## config.mk

```make
export PLATFORM = sky130hd
export DESIGN_NAME = bram_stream_logger_flat
export DESIGN_NICKNAME = d
export VERILOG_FILES = /design/src/rtl/bram_stream_logger_if.sv /design/src/rtl/bram_stream_logger.sv /design/src/flat_wrapper.sv
export SDC_FILE = /design/constraint.sdc
export NUM_CORES = 1
export LEC_CHECK = 0
export CAP_MARGIN = 10
export CORE_MARGIN = 10
export CORE_UTILIZATION = 30
export DETAILED_ROUTE_END_ITERATION = 16
export GPL_TIMING_DRIVEN = 1
export SETUP_SLACK_MARGIN = 0.05
export SLEW_MARGIN = 25
export SYNTH_ARGS = -nofsm -noshare
export SYNTH_HDL_FRONTEND = slang
export SYNTH_SLANG_ARGS = --single-unit
```

## constraint.sdc

```tcl
create_clock -name wb_clk_i -period 13.6 [get_ports wb_clk_i]
set_input_delay 1.36 -clock wb_clk_i [delete_from_list [all_inputs] [get_ports wb_clk_i]]
set_output_delay 1.36 -clock wb_clk_i [all_outputs]
set_load 0.05 [all_outputs]
```

## src/rtl/bram_stream_logger_if.sv

```systemverilog
`default_nettype none
// ============================================================================
// Module   : bram_stream_logger_if
// Brief    : Wishbone classic write-master bundle between logger and blockram.
// Revision : 1.0
// ============================================================================
interface bram_stream_logger_if;
  logic        wb_cyc_o;
  logic        wb_stb_o;
  logic        wb_we_o;
  logic [3:0]  wb_sel_o;
  logic [31:0] wb_adr_o;
  logic [31:0] wb_dat_o;
  logic        wb_ack_i;

  modport master (
    output wb_cyc_o, wb_stb_o, wb_we_o, wb_sel_o, wb_adr_o, wb_dat_o,
    input  wb_ack_i
  );

  modport slave (
    input  wb_cyc_o, wb_stb_o, wb_we_o, wb_sel_o, wb_adr_o, wb_dat_o,
    output wb_ack_i
  );
endinterface
`default_nettype wire

```

## src/rtl/bram_stream_logger.sv

```systemverilog
`default_nettype none
// ============================================================================
// Module   : bram_stream_logger
// Brief    : Packs NCH sigma-delta bitstreams into words and writes them to
//            blockram as a Wishbone master. Option macro: BRAM_LOG_TEST_PATTERN_EN
// Revision : 1.0
// ============================================================================
module bram_stream_logger #(
  parameter int NCH         = 4,
  parameter int WORD_W      = 32,
  parameter int DEPTH       = 2048,
  parameter int ADR_W       = 11,
  parameter int ACK_TIMEOUT = 15
) (
  input  logic                 wb_clk_i,
  input  logic                 reset,
  input  logic                 adc_clk,
  input  logic [NCH-1:0]       adc_dat,
  input  logic                 arm,
  input  logic                 circ,
  bram_stream_logger_if.master wb,
  output logic [ADR_W-1:0]     wr_ptr,
  output logic                 done,
  output logic                 wrapped,
  output logic                 overrun,
  output logic                 bus_err
);

  localparam int CH_W  = $clog2(NCH + 1);
  localparam int TMR_W = $clog2(ACK_TIMEOUT + 1);
  localparam int BC_W  = $clog2(WORD_W);
  localparam logic [3:0] BUS_SEL = (WORD_W == 32) ? 4'hF : 4'h3;

  typedef enum logic [1:0] {
    IDLE = 2'd0,
    REQ  = 2'd1,
    ACK  = 2'd2,
    GAP  = 2'd3
  } state_t;

  state_t state, state_nx;

  logic           clk_s1, clk_s2, clk_s3;
  logic [NCH-1:0] dat_s1, dat_s2;
  logic           adc_edge;

  logic             cap_en;
  logic             circ_mode;
  logic             arm_q;
  logic             pending;
  logic [BC_W-1:0]  bit_cnt;
  logic [CH_W-1:0]  ch;
  logic [TMR_W-1:0] timer;

  logic [WORD_W-1:0] sr      [NCH];
  logic [WORD_W-1:0] sr_nx   [NCH];
  logic [WORD_W-1:0] holding [NCH];

  logic        apply_arm;
  logic        shift_en;
  logic        frame_end;
  logic        frame_take;
  logic        timed_out;
  logic        word_end;
  logic        gap_clear;
  logic [31:0] bus_dat;

  // Two flops per input, third flop on adc_clk only for edge detection.
  always_ff @(posedge wb_clk_i or posedge reset) begin
    if (reset) begin
      clk_s1 <= 1'b0;
      clk_s2 <= 1'b0;
      clk_s3 <= 1'b0;
      dat_s1 <= '0;
      dat_s2 <= '0;
    end else begin
      clk_s1 <= adc_clk;
      clk_s2 <= clk_s1;
      clk_s3 <= clk_s2;
      dat_s1 <= adc_dat;
      dat_s2 <= dat_s1;
    end
  end

  assign adc_edge = clk_s2 & ~clk_s3;

  for (genvar i = 0; i < NCH; i++) begin : g_chan
    assign sr_nx[i] = WORD_W'({dat_s2[i], sr[i]} >> 1);
  end

  always_comb begin
    apply_arm  = (arm | arm_q) & ((state == IDLE) | (state == GAP));
    timed_out  = (state == ACK) & ~wb.wb_ack_i & (timer == TMR_W'(ACK_TIMEOUT - 1));
    word_end   = (state == ACK) & (wb.wb_ack_i | timed_out);
    shift_en   = adc_edge & cap_en & ~apply_arm;
    frame_end  = shift_en & (bit_cnt == BC_W'(WORD_W - 1));
    frame_take = frame_end & ~pending;
    state_nx   = state;
    gap_clear  = 1'b0;
    case (state)
      IDLE: begin
        if (!apply_arm && cap_en && pending) state_nx = REQ;
      end
      REQ: state_nx = ACK;
      ACK: begin
        if (word_end) state_nx = GAP;
      end
      GAP: begin
        state_nx = IDLE;
        if (!apply_arm) begin
          if (cap_en && (ch < CH_W'(NCH))) state_nx = REQ;
          else                             gap_clear = 1'b1;
        end
      end
      default: state_nx = IDLE;
    endcase
  end

  always_ff @(posedge wb_clk_i or posedge reset) begin
    if (reset) state <= IDLE;
    else       state <= state_nx;
  end

  always_ff @(posedge wb_clk_i or posedge reset) begin
    if (reset) begin
      for (int i = 0; i < NCH; i++) begin
        sr[i]      <= '0;
        holding[i] <= '0;
      end
    end else begin
      for (int i = 0; i < NCH; i++) begin
        if (shift_en)   sr[i]      <= sr_nx[i];
        if (frame_take) holding[i] <= sr_nx[i];
      end
    end
  end

  // An arm seen during a bus cycle is parked in arm_q until the cycle ends.
  always_ff @(posedge wb_clk_i or posedge reset) begin
    if (reset) begin
      cap_en    <= 1'b0;
      circ_mode <= 1'b0;
      arm_q     <= 1'b0;
      pending   <= 1'b0;
      bit_cnt   <= '0;
      ch        <= '0;
      wr_ptr    <= '0;
      done      <= 1'b0;
      wrapped   <= 1'b0;
      overrun   <= 1'b0;
      bus_err   <= 1'b0;
    end else if (apply_arm) begin
      cap_en    <= 1'b1;
      circ_mode <= circ;
      arm_q     <= 1'b0;
      pending   <= 1'b0;
      bit_cnt   <= '0;
      ch        <= '0;
      wr_ptr    <= '0;
      done      <= 1'b0;
      wrapped   <= 1'b0;
      overrun   <= 1'b0;
      bus_err   <= 1'b0;
    end else begin
      if (arm) arm_q <= 1'b1;
      if (shift_en) bit_cnt <= frame_end ? '0 : bit_cnt + 1'b1;
      if (frame_end && pending) overrun <= 1'b1;
      if (word_end) begin
        ch <= ch + 1'b1;
        if (timed_out) bus_err <= 1'b1;
        if (wr_ptr == ADR_W'(DEPTH - 1)) begin
          if (circ_mode) begin
            wr_ptr  <= '0;
            wrapped <= 1'b1;
          end else begin
            done    <= 1'b1;
            cap_en  <= 1'b0;
          end
        end else begin
          wr_ptr <= wr_ptr + 1'b1;
        end
      end
      if (gap_clear) begin
        ch      <= '0;
        pending <= 1'b0;
      end
      if (frame_take) pending <= 1'b1;
    end
  end

`ifdef BRAM_LOG_TEST_PATTERN_EN
  logic [7:0] frame_count;
  logic [7:0] hold_fc;

  always_ff @(posedge wb_clk_i or posedge reset) begin
    if (reset) begin
      frame_count <= '0;
      hold_fc     <= '0;
    end else if (apply_arm) begin
      frame_count <= '0;
    end else if (frame_take) begin
      hold_fc     <= frame_count;
      frame_count <= frame_count + 1'b1;
    end
  end

  assign bus_dat = {4'(ch), 4'h0, hold_fc, 16'hEF01};
`else
  logic [WORD_W-1:0] cur_word;

  always_comb begin
    cur_word = '0;
    for (int i = 0; i < NCH; i++) begin
      if (ch == CH_W'(i)) cur_word = holding[i];
    end
  end

  assign bus_dat = 32'(cur_word);
`endif

  // Bus outputs are registered: loaded in REQ, frozen through ACK.
  always_ff @(posedge wb_clk_i or posedge reset) begin
    if (reset) begin
      wb.wb_cyc_o <= 1'b0;
      wb.wb_stb_o <= 1'b0;
      wb.wb_we_o  <= 1'b0;
      wb.wb_sel_o <= '0;
      wb.wb_adr_o <= '0;
      wb.wb_dat_o <= '0;
      timer       <= '0;
    end else begin
      case (state)
        REQ: begin
          wb.wb_cyc_o <= 1'b1;
          wb.wb_stb_o <= 1'b1;
          wb.wb_we_o  <= 1'b1;
          wb.wb_sel_o <= BUS_SEL;
          wb.wb_adr_o <= 32'({wr_ptr, 2'b00});
          wb.wb_dat_o <= bus_dat;
          timer       <= '0;
        end
        ACK: begin
          if (word_end) begin
            wb.wb_cyc_o <= 1'b0;
            wb.wb_stb_o <= 1'b0;
            wb.wb_we_o  <= 1'b0;
            wb.wb_sel_o <= '0;
            wb.wb_adr_o <= '0;
            wb.wb_dat_o <= '0;
          end else begin
            timer <= timer + 1'b1;
          end
        end
        default: ;
      endcase
    end
  end

endmodule
`default_nettype wire

```

## src/flat_wrapper.sv

```systemverilog
// flat-port wrapper written by rule: the top's interface ports become plain ports
module bram_stream_logger_flat 
#(
  parameter int NCH         = 4,
  parameter int WORD_W      = 32,
  parameter int DEPTH       = 2048,
  parameter int ADR_W       = 11,
  parameter int ACK_TIMEOUT = 15
)
  (wb_clk_i, reset, adc_clk, adc_dat, arm, circ, wr_ptr, done, wrapped, overrun, bus_err, wb_wb_cyc_o, wb_wb_stb_o, wb_wb_we_o, wb_wb_sel_o, wb_wb_adr_o, wb_wb_dat_o, wb_wb_ack_i);
  bram_stream_logger_if wb_i ();
  input  logic wb_clk_i;
  input  logic reset;
  input  logic adc_clk;
  input  logic [NCH-1:0] adc_dat;
  input  logic arm;
  input  logic circ;
  output logic [ADR_W-1:0] wr_ptr;
  output logic done;
  output logic wrapped;
  output logic overrun;
  output logic bus_err;
  output wire logic [$bits(wb_i.wb_cyc_o)-1:0] wb_wb_cyc_o;
  output wire logic [$bits(wb_i.wb_stb_o)-1:0] wb_wb_stb_o;
  output wire logic [$bits(wb_i.wb_we_o)-1:0] wb_wb_we_o;
  output wire logic [$bits(wb_i.wb_sel_o)-1:0] wb_wb_sel_o;
  output wire logic [$bits(wb_i.wb_adr_o)-1:0] wb_wb_adr_o;
  output wire logic [$bits(wb_i.wb_dat_o)-1:0] wb_wb_dat_o;
  input wire logic [$bits(wb_i.wb_ack_i)-1:0] wb_wb_ack_i;
  assign wb_wb_cyc_o = wb_i.wb_cyc_o;
  assign wb_wb_stb_o = wb_i.wb_stb_o;
  assign wb_wb_we_o = wb_i.wb_we_o;
  assign wb_wb_sel_o = wb_i.wb_sel_o;
  assign wb_wb_adr_o = wb_i.wb_adr_o;
  assign wb_wb_dat_o = wb_i.wb_dat_o;
  assign wb_i.wb_ack_i = wb_wb_ack_i;
  bram_stream_logger #(.NCH(NCH), .WORD_W(WORD_W), .DEPTH(DEPTH), .ADR_W(ADR_W), .ACK_TIMEOUT(ACK_TIMEOUT)) u_core (.wb_clk_i(wb_clk_i), .reset(reset), .adc_clk(adc_clk), .adc_dat(adc_dat), .arm(arm), .circ(circ), .wb(wb_i), .wr_ptr(wr_ptr), .done(done), .wrapped(wrapped), .overrun(overrun), .bus_err(bus_err));
endmodule
```

Word level (Yosys, flattened, before mapping):

Index checks and enable logic that the tools add are counted.

* output and inout bits: 86
* input bits: 10
* register bits after elaboration: 369

* bitwise gates (word level): 16
* multiplexer cells: 53
* $lt $le $gt $ge: 1
* eq/ne operators: 14
* add/sub/neg operators: 4
* reduce and logical (&&, ||, !) cells: 24

Operators with widths (number)
* two-way mux 32 bit: 5
* one-hot mux 32 bit (2 select lines): 2
* two-way mux 11 bit: 4
* two-way mux 1 bit: 27
* one-hot mux 4 bit (2 select lines): 2
* nonzero test 2 bit: 8
* two-way mux 5 bit: 3
* adder 11 x 1 -> 11 bit, second input constant: 1
* equality test 11 bit, second input constant: 1
* AND reduction 2 bit: 5
* bitwise AND 1 bit: 9
* two-way mux 3 bit: 3
* two-way mux 4 bit: 2
* one-hot mux 2 bit (4 select lines): 1
* equality test 3 x 2 -> 1 bit, second input constant: 2
* two-way mux 2 bit: 3
* inequality test 2 bit, second input constant: 3
* AND reduction 3 bit: 2
* nonzero test 3 bit: 2
* adder 5 x 1 -> 5 bit, second input constant: 1
* equality test 5 bit, second input constant: 1
* adder 4 x 1 -> 4 bit, second input constant: 1
* equality test 2 bit, second input constant: 2
* equality test 4 bit, second input constant: 1
* 13 further kinds: 21

Depth between registers and ports, before layout:

Gate-level depths: netlist of run 1.

* word-level depth: 9
* mapped depth: 9
* gate-level depth less buffers: 6

Worst setup path before layout of run 1:

Ideal clock, no wire load.

* kind: input -> register
* from: input arm
* to: register u_core.holding[100] in the netlist's numbering
* setup slack: 10915 ps
* library setup time: 125 ps
* path buffers: 2
* stages: 6
* data required time: 13475 ps
* arrival: 2560 ps
* cells stage by stage: o21bai_2 -> nand2_2 -> nor3b_4 -> buf_4 -> buf_6 -> mux2_2

* word-level cells in the longest chain between the ends: 6

RTL lines
* start, declared: RTL line flat_wrapper.sv:16 `input logic arm;`
* OR 1 bit: RTL line bram_stream_logger.sv:92 `apply_arm = (arm | arm_q) & ((state == IDLE) | (state == GAP));`
* bitwise AND 1 bit: RTL line bram_stream_logger.sv:92
* inverter 1 bit: RTL line bram_stream_logger.sv:95 `shift_en = adc_edge & cap_en & ~apply_arm;`
* bitwise AND 1 bit: RTL line bram_stream_logger.sv:95
* bitwise AND 1 bit: RTL line bram_stream_logger.sv:96 `frame_end = shift_en & (bit_cnt == BC_W'(WORD_W - 1));`
* bitwise AND 1 bit: RTL line bram_stream_logger.sv:97 `frame_take = frame_end & ~pending;`
* end signal, assigned by index: RTL line bram_stream_logger.sv:133 `if (frame_take) holding[i] <= sr_nx[i];`
* end, declared: RTL line bram_stream_logger.sv:57 `logic [WORD_W-1:0] holding [NCH];`

No other way between the ends.
A chain may end at the register's enable or synchronous reset.

Worst setup path after layout of run 1:

* from: input arm
* to: register u_core.holding[31] in the netlist's numbering

The elaborated chain is that of the path after synthesis.

==> results.json, run 1 <==
{
  "leading_cell_type_in_the_layout_fill_and_taps_excluded": "sky130_fd_sc_hd__nand2_1",
  "wire_length_of_the_first_global_routing_pass_um": 50900,
  "post_cts_resize_count": 0,
  "grt_max_degree": 134,
  "cap_violations": 0,
  "via_count_of_the_first_global_routing_pass": 9594,
  "clock_path_buffers": 3,
  "die_w_um": 239,
  "number_of_standard_cell_rows_in_the_floorplan": 80,
  "global_route.usage.met3": 0.0189,
  "multi_input_area_um2": 5290,
  "timing.clock.skew_ns": 0.0209,
  "status": "complete, no violations",
  "power-per-cell-area_nw_per_um2": 167,
  "hold_viol": 0,
  "cts_buffers": 36,
  "design.die.area_um2": 56900,
  "cts_hold_buffers": 0,
  "postLayoutCoreUtil": 0.350,
  "post-route-cell-area_um2": 16600,
  "cpMostUsedCell": "sky130_fd_sc_hd__buf_4",
  "syn_to_final_growth_pct": 15.9,
  "wirelength_um": 30500,
  "antenna_found_initial": 0,
  "gp_congestion": 0.736,
  "totalNegativeSetupSlack_ns": 0,
  "dpl.hpwl_um": 17900,
  "io_buffers": 74,
  "p_leak_nw": 8.17,
  "grt_most_used_layer": "met2",
  "timing.reg2reg.setup_slack_ns": 9.60,
  "timing.critical_path.max_delay_family": "buffers and inverters",
  "critical_path.max_stage_delay_ns": 0.64,
  "grt_util_all_layers": 0.108,
  "floorplan.core_area_um2": 47400,
  "cp.arrival_ns": 5.05,
  "cts_tree": "yes",
  "setup.worst_path.start_class": "primary input",
  "slew_viol_final": 0,
  "detailedRoute.firstIterationViolations": 767,
  "fillers": 4718,
  "end_kind": "flip-flop",
  "drc": 0,
  "synth_cell_type_count": 52,
  "cts.repair_timing.setup_buffer_count": 0,
  "clock_insertion_delay_worst_skew_ns": 0.53,
  "synth-edff-count": 0,
  "clk_root_buffer_cell": "sky130_fd_sc_hd__clkbuf_16",
  "drt_first_pass_iters": 4,
  "io_pins": 96,
  "cts_htree_levels": 2,
  "setup_viol": 0,
  "count_of_warnings_emitted_by_yosys": 0,
  "global_route.usage.met1": 0.144,
  "critical_path.n_buffers_inverters": 4,
  "max_clock_freq_mhz": 215,
  "maximum_fanout_along_the_worst_path": 61,
  "regArea_um2": 8510,
  "layout.cells.most_common_list": "sky130_fd_sc_hd__nand2_1 (506), sky130_fd_sc_hd__dfrtp_1 (340), sky130_fd_sc_hd__mux2_2 (129)",
  "worst_pin_slew_ns": 0.849,
  "route.detailed.vias_per_inst": 4.61,
  "start_util": 0.302,
  "gr-total-overflow": 0,
  "synth.yosys.seq_area_share": 0.593,
  "netlist_instances": 1357,
  "final_nets": 1421,
  "critical_path_required_ns": 13.99,
  "gr-usage-met2": 0.174,
  "period_needed_ns": 4.66,
  "setup_repair_after_global_routing_missed_its_margin": "false",
  "drt-wirelength-per-cell_um": 15.0,
  "cts.sink_count": 340,
  "yosys_reg_bits": 340,
  "post_route_cells_drive_above_1_share": 0.151,
  "synth_async_sr_flop_share": 1.00,
  "timing.max_slew.rel_slack": 0.434,
  "antenna_cells_inserted": 0,
  "path_class": "primary input to flip-flop",
  "min-delay-path-class": "flip-flop to flip-flop",
  "flip_flop_cell_with_the_highest_count_after_synthesis": "sky130_fd_sc_hd__dfrtp_1",
  "synth.avg_cell_area_um2": 10.6,
  "finalHoldWorstSlack_ns": 0.349,
  "fin_crit_sh": 0.343,
  "critical-path-slowest-cell": "sky130_fd_sc_hd__buf_4",
  "placed_area_um2": 15400,
  "antenna_left": 0,
  "syn-cell-area_um2": 14300,
  "worst_ir_drop_vdd_mv": 0.0942,
  "clkSlewWorstSetupHoldPaths_ns": 0.06,
  "critical_path.cell_chain": "clkdlybuf4s50_1 -> o21bai_2 -> nand2_4 -> nor3b_4 -> buf_4 -> buf_4 -> buf_16 -> mux2_2",
  "floorplan.die.height_um": 239,
  "vias": 9386
}
worst register-to-register path: stages, from the launching register on:
cell	delay, ns
sky130_fd_sc_hd__dfrtp_1	0.39
sky130_fd_sc_hd__inv_1	0.09
sky130_fd_sc_hd__ha_1	0.35
sky130_fd_sc_hd__o21bai_2	0.31
sky130_fd_sc_hd__nand2_4	0.56
sky130_fd_sc_hd__nor3b_4	0.31
sky130_fd_sc_hd__buf_4	0.64
sky130_fd_sc_hd__buf_4	0.52
sky130_fd_sc_hd__buf_16	0.30
sky130_fd_sc_hd__mux2_2	0.41
through the flow:
stage | setup slack [ns] | power, mW | std cells
after floorplan | 2.82 | 1.66 | 1377
after CTS | 8.72 | 2.82 | 2035
after detailed placement | 8.17 | 1.85 | 1973
after global placement | 8.19 | 1.84 | 1973
final | 8.94 | 2.78 | 2036
after global routing | 8.65 | 2.93 | 2036
state kept, by name, summed over array words and instances, names as in the netlist, 2 cells and up:
register            cells
u_core.dat_s1           4
u_core.state            2
u_core.wb.wb_dat_o     32
u_core.dat_s2           4
u_core.wr_ptr          11
u_core.timer            4
u_core.ch               3
u_core.holding        128
u_core.sr             124
u_core.bit_cnt          5
u_core.wb.wb_adr_o     11
worst paths after layout:
check                                      start            endpoint  depth (start not counted)
worst max-delay path                         arm  u_core.holding[31]                          8
worst min-delay path            u_core.dat_s1[2]    u_core.dat_s2[2]                          0
worst max register to register   u_core.state[0]  u_core.holding[31]                          9
worst min register to register  u_core.dat_s1[2]    u_core.dat_s2[2]                          0
max in group asynchronous                  reset      u_core.sr[127]                          3
min in group asynchronous                  reset       u_core.clk_s1                          2
per-layer routing:
layer | routed length, um | up-vias
met4 | 605 | 0
met5 | 0 | -
met3 | 1060 | 41
met1 | 14800 | 4700
met2 | 14000 | 127
li1 | - | 4518
power by group:
group,internal (mW),switching (mW),total (mW)
logic,0.164,0.458,0.622
clock network,0.553,0.395,0.949
registers,1.12,0.0871,1.21
total,1.84,0.940,2.78
Yosys cell counts (3+ instances only):
cell type	number	area, um2
sky130_fd_sc_hd__a21o_1	3	22.5
sky130_fd_sc_hd__a21oi_1	12	60.1
sky130_fd_sc_hd__a22o_1	3	26.3
sky130_fd_sc_hd__a22oi_1	32	240
sky130_fd_sc_hd__a31o_2	3	26.3
sky130_fd_sc_hd__a31oi_1	3	18.8
sky130_fd_sc_hd__and2_1	3	18.8
sky130_fd_sc_hd__and3_1	7	43.8
sky130_fd_sc_hd__buf_1	5	18.8
sky130_fd_sc_hd__buf_2	11	55.1
sky130_fd_sc_hd__buf_4	28	210
sky130_fd_sc_hd__buf_6	12	135
sky130_fd_sc_hd__clkbuf_1	48	180
sky130_fd_sc_hd__dfrtp_1	340	8510
sky130_fd_sc_hd__ha_1	14	175
sky130_fd_sc_hd__inv_1	8	30.0
sky130_fd_sc_hd__mux2_2	129	1450
sky130_fd_sc_hd__nand2_1	506	1900
sky130_fd_sc_hd__nand2b_1	37	231
sky130_fd_sc_hd__nand3_1	7	35.0
sky130_fd_sc_hd__nand3b_1	3	22.5
sky130_fd_sc_hd__nor2_1	12	45.0
sky130_fd_sc_hd__o211ai_1	34	255
sky130_fd_sc_hd__o21a_1	3	22.5
sky130_fd_sc_hd__o21ai_0	56	280
sky130_fd_sc_hd__o31ai_1	4	30.0
sky130_fd_sc_hd__or4_1	4	30.0
area by class of cell:
type / count / area share
clock buffers: 52 / 0.0628
clock inverters: 10 / 0.00542
inverters: 8 / 0.00256
multi-input cells: 924 / 0.319
flip-flops and latches: 340 / 0.512
well taps: 615 / 0.0463
repair buffers: 87 / 0.0521
logic make-up (layout without fill, tap and decap cells):
kind of cell | after synthesis | in the layout | share of synthesized area
other cells | 1 | 21 | 0.000262
fa+ha+maj | 14 | 14 | 0.0122
flops | 340 | 340 | 0.593
simple gates | 598 | 598 | 0.173
buf+inv | 113 | 157 | 0.0449
compound gates | 158 | 158 | 0.0718
xor+xnor | 2 | 2 | 0.00122
mux | 131 | 131 | 0.103
No activity file was read; power rests on OpenSTA's default activity.
==> run 2, diff against run 1 <==
==> constraint.sdc (replaced) <==
create_clock -name wb_clk_i -period 4.3 [get_ports wb_clk_i]
set_input_delay 0.43 -clock wb_clk_i [delete_from_list [all_inputs] [get_ports wb_clk_i]]
set_output_delay 0.43 -clock wb_clk_i [all_outputs]
set_load 0.05 [all_outputs]
==> run 2 against run 1 <==
Sequential cell count unchanged; cell count increased by 0.54%; die area unchanged; clock skew increased by 0.0031 ns; clock-buffer cell count up 5; design area increased by 1.0%; combinational power grew to 3.2 times the previous value; setup slack worse by 7.6 ns; first-iteration DRC count is 6.8% lower; critical path type is now flip-flop to flip-flop; critical endpoint is now u_core.sr[78].
==> results.json, run 2 (same netlist as run 1, synthesis figures left out) <==
{
  "antenna_cells_inserted": 0,
  "post_cts_resize_count": 0,
  "detailedRoute.firstIterationViolations": 715,
  "cts_tree": "yes",
  "antenna_found_initial": 2,
  "min_path_cells": 0,
  "post-route-cell-area_um2": 16800,
  "gp_congestion": 0.753,
  "max_flop_register": "u_core.holding",
  "drc": 0,
  "gr-total-overflow": 0,
  "p_leak_nw": 8.25,
  "vias": 9449,
  "biggestRegsByFlops": "u_core.holding: 128 flops, u_core.sr: 124 flops, u_core.wb.wb_dat_o: 32 flops",
  "syn_to_final_growth_pct": 17.1,
  "fillers": 4708,
  "worstReg2RegEnd": "u_core.sr[78]",
  "clock_path_buffers": 3,
  "timing.max_slew.rel_slack": 0.422,
  "largest_register_ff_count": 128,
  "setup.worst_path.start_class": "flip-flop",
  "fin_crit_sh": 0.679,
  "antenna_left": 0,
  "slew_viol_final": 0,
  "route.detailed.vias_per_inst": 4.62,
  "cp.arrival_ns": 3.39,
  "dpl.hpwl_um": 18700,
  "design.die.area_um2": 56900,
  "drt_first_pass_iters": 5,
  "layout.cells.most_common_list": "sky130_fd_sc_hd__nand2_1 (506), sky130_fd_sc_hd__dfrtp_1 (340), sky130_fd_sc_hd__mux2_2 (129)",
  "hold_end": "u_core.clk_s2",
  "final_nets": 1428,
  "hp-start": "u_core.clk_s1",
  "critical_path_required_ns": 4.77,
  "cts_hold_buffers": 0,
  "worst_r2r_path_depth": 8,
  "crit_path_start": "u_core.state[0]",
  "die_w_um": 239,
  "setup_repair_after_global_routing_missed_its_margin": "false",
  "wire_length_of_the_first_global_routing_pass_um": 52000,
  "grt_max_degree": 130,
  "leading_cell_type_in_the_layout_fill_and_taps_excluded": "sky130_fd_sc_hd__nand2_1",
  "post_route_cells_drive_above_1_share": 0.157,
  "grt_util_all_layers": 0.110,
  "via_count_of_the_first_global_routing_pass": 9605,
  "end_kind": "flip-flop",
  "regArea_um2": 8510,
  "drt-wirelength-per-cell_um": 15.2,
  "wirelength_um": 31100,
  "worst_ir_drop_vdd_mv": 0.242,
  "min-delay-path-class": "flip-flop to flip-flop",
  "placed_area_um2": 15500,
  "number_of_standard_cell_rows_in_the_floorplan": 80,
  "start_util": 0.302,
  "period_needed_ns": 2.92,
  "cts.repair_timing.setup_buffer_count": 0,
  "power-per-cell-area_nw_per_um2": 539,
  "multi_input_area_um2": 5280,
  "max_clock_freq_mhz": 342,
  "finalHoldWorstSlack_ns": 0.347,
  "timing.reg2reg.setup_slack_ns": 1.38,
  "worst_pin_slew_ns": 0.867,
  "cts_buffers": 36,
  "status": "complete, no violations",
  "cts_htree_levels": 2,
  "clk_root_buffer_cell": "sky130_fd_sc_hd__clkbuf_16",
  "path_class": "flip-flop to flip-flop",
  "totalPowerFinal_mw": 9.05,
  "clkSlewWorstSetupHoldPaths_ns": 0.06,
  "clock_insertion_delay_worst_skew_ns": 0.53,
  "postLayoutCoreUtil": 0.354,
  "io_buffers": 74,
  "r2r-start": "u_core.state[0]",
  "maximum_fanout_along_the_worst_path": 68,
  "floorplan.die.height_um": 239,
  "floorplan.core_area_um2": 47400,
  "cap_violations": 0,
  "setup_viol": 0,
  "io_pins": 96,
  "timing.clock.skew_ns": 0.0240,
  "cts.sink_count": 340,
  "hold_viol": 0
}
-- run 2: changes by cell type in the layout (fill, tap and decap cells not counted), moves of 2 or more --
cell                         change
sky130_fd_sc_hd__buf_4           +6
sky130_fd_sc_hd__clkbuf_8        +5
sky130_fd_sc_hd__buf_12          +4
sky130_fd_sc_hd__clkinv_2        -3
sky130_fd_sc_hd__buf_6           -2
sky130_fd_sc_hd__bufinv_16       +2
sky130_fd_sc_hd__clkinvlp_4      +2
-- run 2: final cells by class --
type	count	area share
sequential	340	0.507
timing repair buffer	94	0.0561
clock inverter	9	0.00798
tap	615	0.0459
clock buffer	57	0.0663
multi-input combinational	924	0.315
inverter	8	0.00201
-- run 2: worst max-delay path, cell delays in order (launching register included) --
cell	delay [ns]
sky130_fd_sc_hd__dfrtp_1	0.39
sky130_fd_sc_hd__inv_1	0.09
sky130_fd_sc_hd__ha_1	0.35
sky130_fd_sc_hd__o21bai_2	0.36
sky130_fd_sc_hd__nand2_4	0.14
sky130_fd_sc_hd__buf_4	0.55
sky130_fd_sc_hd__buf_4	0.69
sky130_fd_sc_hd__nand2_1	0.13
sky130_fd_sc_hd__nand2_1	0.09
-- run 2: how the worst max path moves through the flow --
stage | end | cells after the start
final | u_core.sr[78] | 8
after CTS | u_core.sr[28] | 8
after detailed placement | u_core.sr[12] | 8
after global placement | u_core.holding[65] | 6
after global routing | u_core.sr[14] | 8
after floorplan | u_core.arm_q | 1
-- run 2: per-stage QoR --
step,instances,TNS [ns],setup slack (ns)
floorplan,1377,-230.02,-0.677
global placement,1981,0,1.34
detailed placement,1981,0,1.33
CTS,2047,0,1.32
global route,2047,0,1.14
finish,2047,0,1.38
-- run 2: where the power goes --
part | leakage (nW) | internal [mW] | switching, mW
registers | 4.68 | 3.54 | 0.269
logic | 2.96 | 0.536 | 1.48
clock network | 0.610 | 1.96 | 1.27
-- run 2: layer usage --
layer	share of wire	global-route usage
met2	0.47	0.180
met4	0.021	0.0357
met1	0.47	0.144
met5	0.00068	0
met3	0.038	0.0222
==> run 3, diff against run 2 <==
==> constraint.sdc (replaced) <==
create_clock -name wb_clk_i -period 2.4 [get_ports wb_clk_i]
set_input_delay 0.24 -clock wb_clk_i [delete_from_list [all_inputs] [get_ports wb_clk_i]]
set_output_delay 0.24 -clock wb_clk_i [all_outputs]
set_load 0.05 [all_outputs]
==> run 3 against run 2 <==
Clock power rose by 68%; maximum frequency rose by 31%; via count is 1.2% higher; routed wire length down 0.55%; sequential cell count unchanged; largest power group unchanged; highest routed layer unchanged.
==> results.json, run 3 (same netlist as run 1, synthesis figures left out) <==
{
  "end_kind": "flip-flop",
  "clock_insertion_delay_worst_skew_ns": 0.53,
  "grt_util_all_layers": 0.109,
  "grt_max_degree": 126,
  "clkSlewWorstSetupHoldPaths_ns": 0.06,
  "path_class": "flip-flop to flip-flop",
  "cts_htree_levels": 2,
  "p_seq_frac": 0.424,
  "status": "complete, no violations",
  "critical_path.max_stage_delay_ns": 0.39,
  "gp_congestion": 0.754,
  "p_comb_frac": 0.238,
  "timing.max_slew.rel_slack": 0.583,
  "critical_path.cell_chain": "inv_1 -> ha_1 -> o21bai_2 -> nand2_4 -> nor3b_4 -> buf_12 -> buf_12 -> mux2_2",
  "timing.critical_path.max_delay_family": "buffers and inverters",
  "p_leak_nw": 8.32,
  "critical_path.n_buffers_inverters": 3,
  "maximum_fanout_along_the_worst_path": 36,
  "post-route-cell-area_um2": 16900,
  "critical_path_required_ns": 2.80,
  "setup_viol": 0,
  "critical-path-slowest-cell": "sky130_fd_sc_hd__dfrtp_1",
  "internal-power_mw": 10.7,
  "netSwitchingPower_mw": 5.40,
  "timing.clock.skew_ns": 0.0171,
  "switching_share": 0.336,
  "cpMostUsedCell": "sky130_fd_sc_hd__buf_12",
  "max_flop_register": "u_core.holding",
  "max_clock_freq_mhz": 450,
  "placed_area_um2": 15800,
  "dpl.hpwl_um": 19200,
  "antenna_cells_inserted": 0,
  "drt-wirelength-per-cell_um": 15.0,
  "route.detailed.vias_per_inst": 4.65,
  "setup.worst_path.start_class": "flip-flop",
  "post_cts_resize_count": 0,
  "clk_root_buffer_cell": "sky130_fd_sc_hd__clkbuf_16",
  "layout.cells.most_common_list": "sky130_fd_sc_hd__nand2_1 (506), sky130_fd_sc_hd__dfrtp_1 (340), sky130_fd_sc_hd__mux2_2 (129)",
  "cts_buffers": 36,
  "post_route_cells_drive_above_1_share": 0.163,
  "cts.repair_timing.setup_buffer_count": 0,
  "cp.arrival_ns": 2.62,
  "gr-total-overflow": 0,
  "drt_first_pass_iters": 7,
  "die_w_um": 239,
  "leading_cell_type_in_the_layout_fill_and_taps_excluded": "sky130_fd_sc_hd__nand2_1",
  "slew_viol_final": 0,
  "floorplan.core_area_um2": 47400,
  "finalHoldWorstSlack_ns": 0.0364,
  "detailedRoute.firstIterationViolations": 529,
  "antenna_found_initial": 2,
  "cap_violations": 0,
  "antenna_left": 0,
  "design.die.area_um2": 56900,
  "worst_ir_drop_vdd_mv": 0.421,
  "start_util": 0.302,
  "final_cell_count_no_fill": 2055,
  "biggestRegsByFlops": "u_core.holding: 128 flops, u_core.sr: 124 flops, u_core.wb.wb_dat_o: 32 flops",
  "clock_path_buffers": 3,
  "power.clock.fraction": 0.337,
  "setup_repair_after_global_routing_missed_its_margin": "false",
  "wire_length_of_the_first_global_routing_pass_um": 51500,
  "cts_tree": "yes",
  "fin_crit_sh": 0.926,
  "final_nets": 1440,
  "cts_hold_buffers": 0,
  "io_buffers": 74,
  "period_needed_ns": 2.22,
  "wirelength_um": 30900,
  "via_count_of_the_first_global_routing_pass": 9608,
  "worst_pin_slew_ns": 0.625,
  "io_pins": 96,
  "drc": 0,
  "largest_register_ff_count": 128,
  "floorplan.die.height_um": 239,
  "vias": 9558,
  "syn_to_final_growth_pct": 18.2,
  "hold_viol": 0,
  "number_of_standard_cell_rows_in_the_floorplan": 80,
  "cts.sink_count": 340,
  "power-per-cell-area_nw_per_um2": 948,
  "placed_cells": 1993,
  "min-delay-path-class": "primary input to async pin"
}
-- run 3: path summary, 6_finish.rpt --
path	start	end	slack (ns)	cells after the start
max	u_core.state[0]	u_core.holding[28]	0.18	8
min reg2reg	u_core.clk_s1	u_core.clk_s2	0.35	0
min	reset	u_core.sr[40]	0.04	2
max in group asynchronous	reset	u_core.dat_s2[0]	1.66	3
max reg2reg	u_core.state[0]	u_core.holding[28]	0.18	8
min in group wb_clk_i	adc_clk	u_core.clk_s1	0.16	1
-- run 3: per-stage QoR --
step	TNS, ns	setup slack, ns	util	power [mW]
after floorplan	-811.42	-2.39	-	9.40
after global placement	0	0.208	0.333	10.7
after detailed placement	0	0.184	0.333	10.8
after CTS	0	0.173	0.357	16.3
after global routing	0	0.0698	0.357	16.9
final	0	0.178	0.357	16.1
-- run 3: cell type report --
class	count	area (um2)
well taps	615	769
clock buffers	48	1010
multi-input cells	924	5280
repair buffers	106	1220
flip-flops and latches	340	8510
clock inverters	14	130
inverters	8	33.8
fillers	4728	30500
-- run 3: power by group through the flow --
stage | Sequential (mW) | Clock [mW] | Combinational (mW)
2_1_floorplan | 7.27 | 0 | 2.13
3_3_place_gp | 6.89 | 0 | 3.86
3_5_place_dp | 6.92 | 0 | 3.88
4_1_cts | 6.82 | 5.59 | 3.90
5_1_grt | 6.90 | 5.81 | 4.21
6_report | 6.82 | 5.42 | 3.83
-- run 3: routing by layer --
metal  up-vias  routed length [um]  track usage  share of wire
li1       4558                   -            -              -
met1      4835               14400        0.143           0.47
met2       119               14700        0.179           0.48
met3        42                1130       0.0213          0.037
met4         4                 593       0.0336          0.019
met5         -                  21            0        0.00068
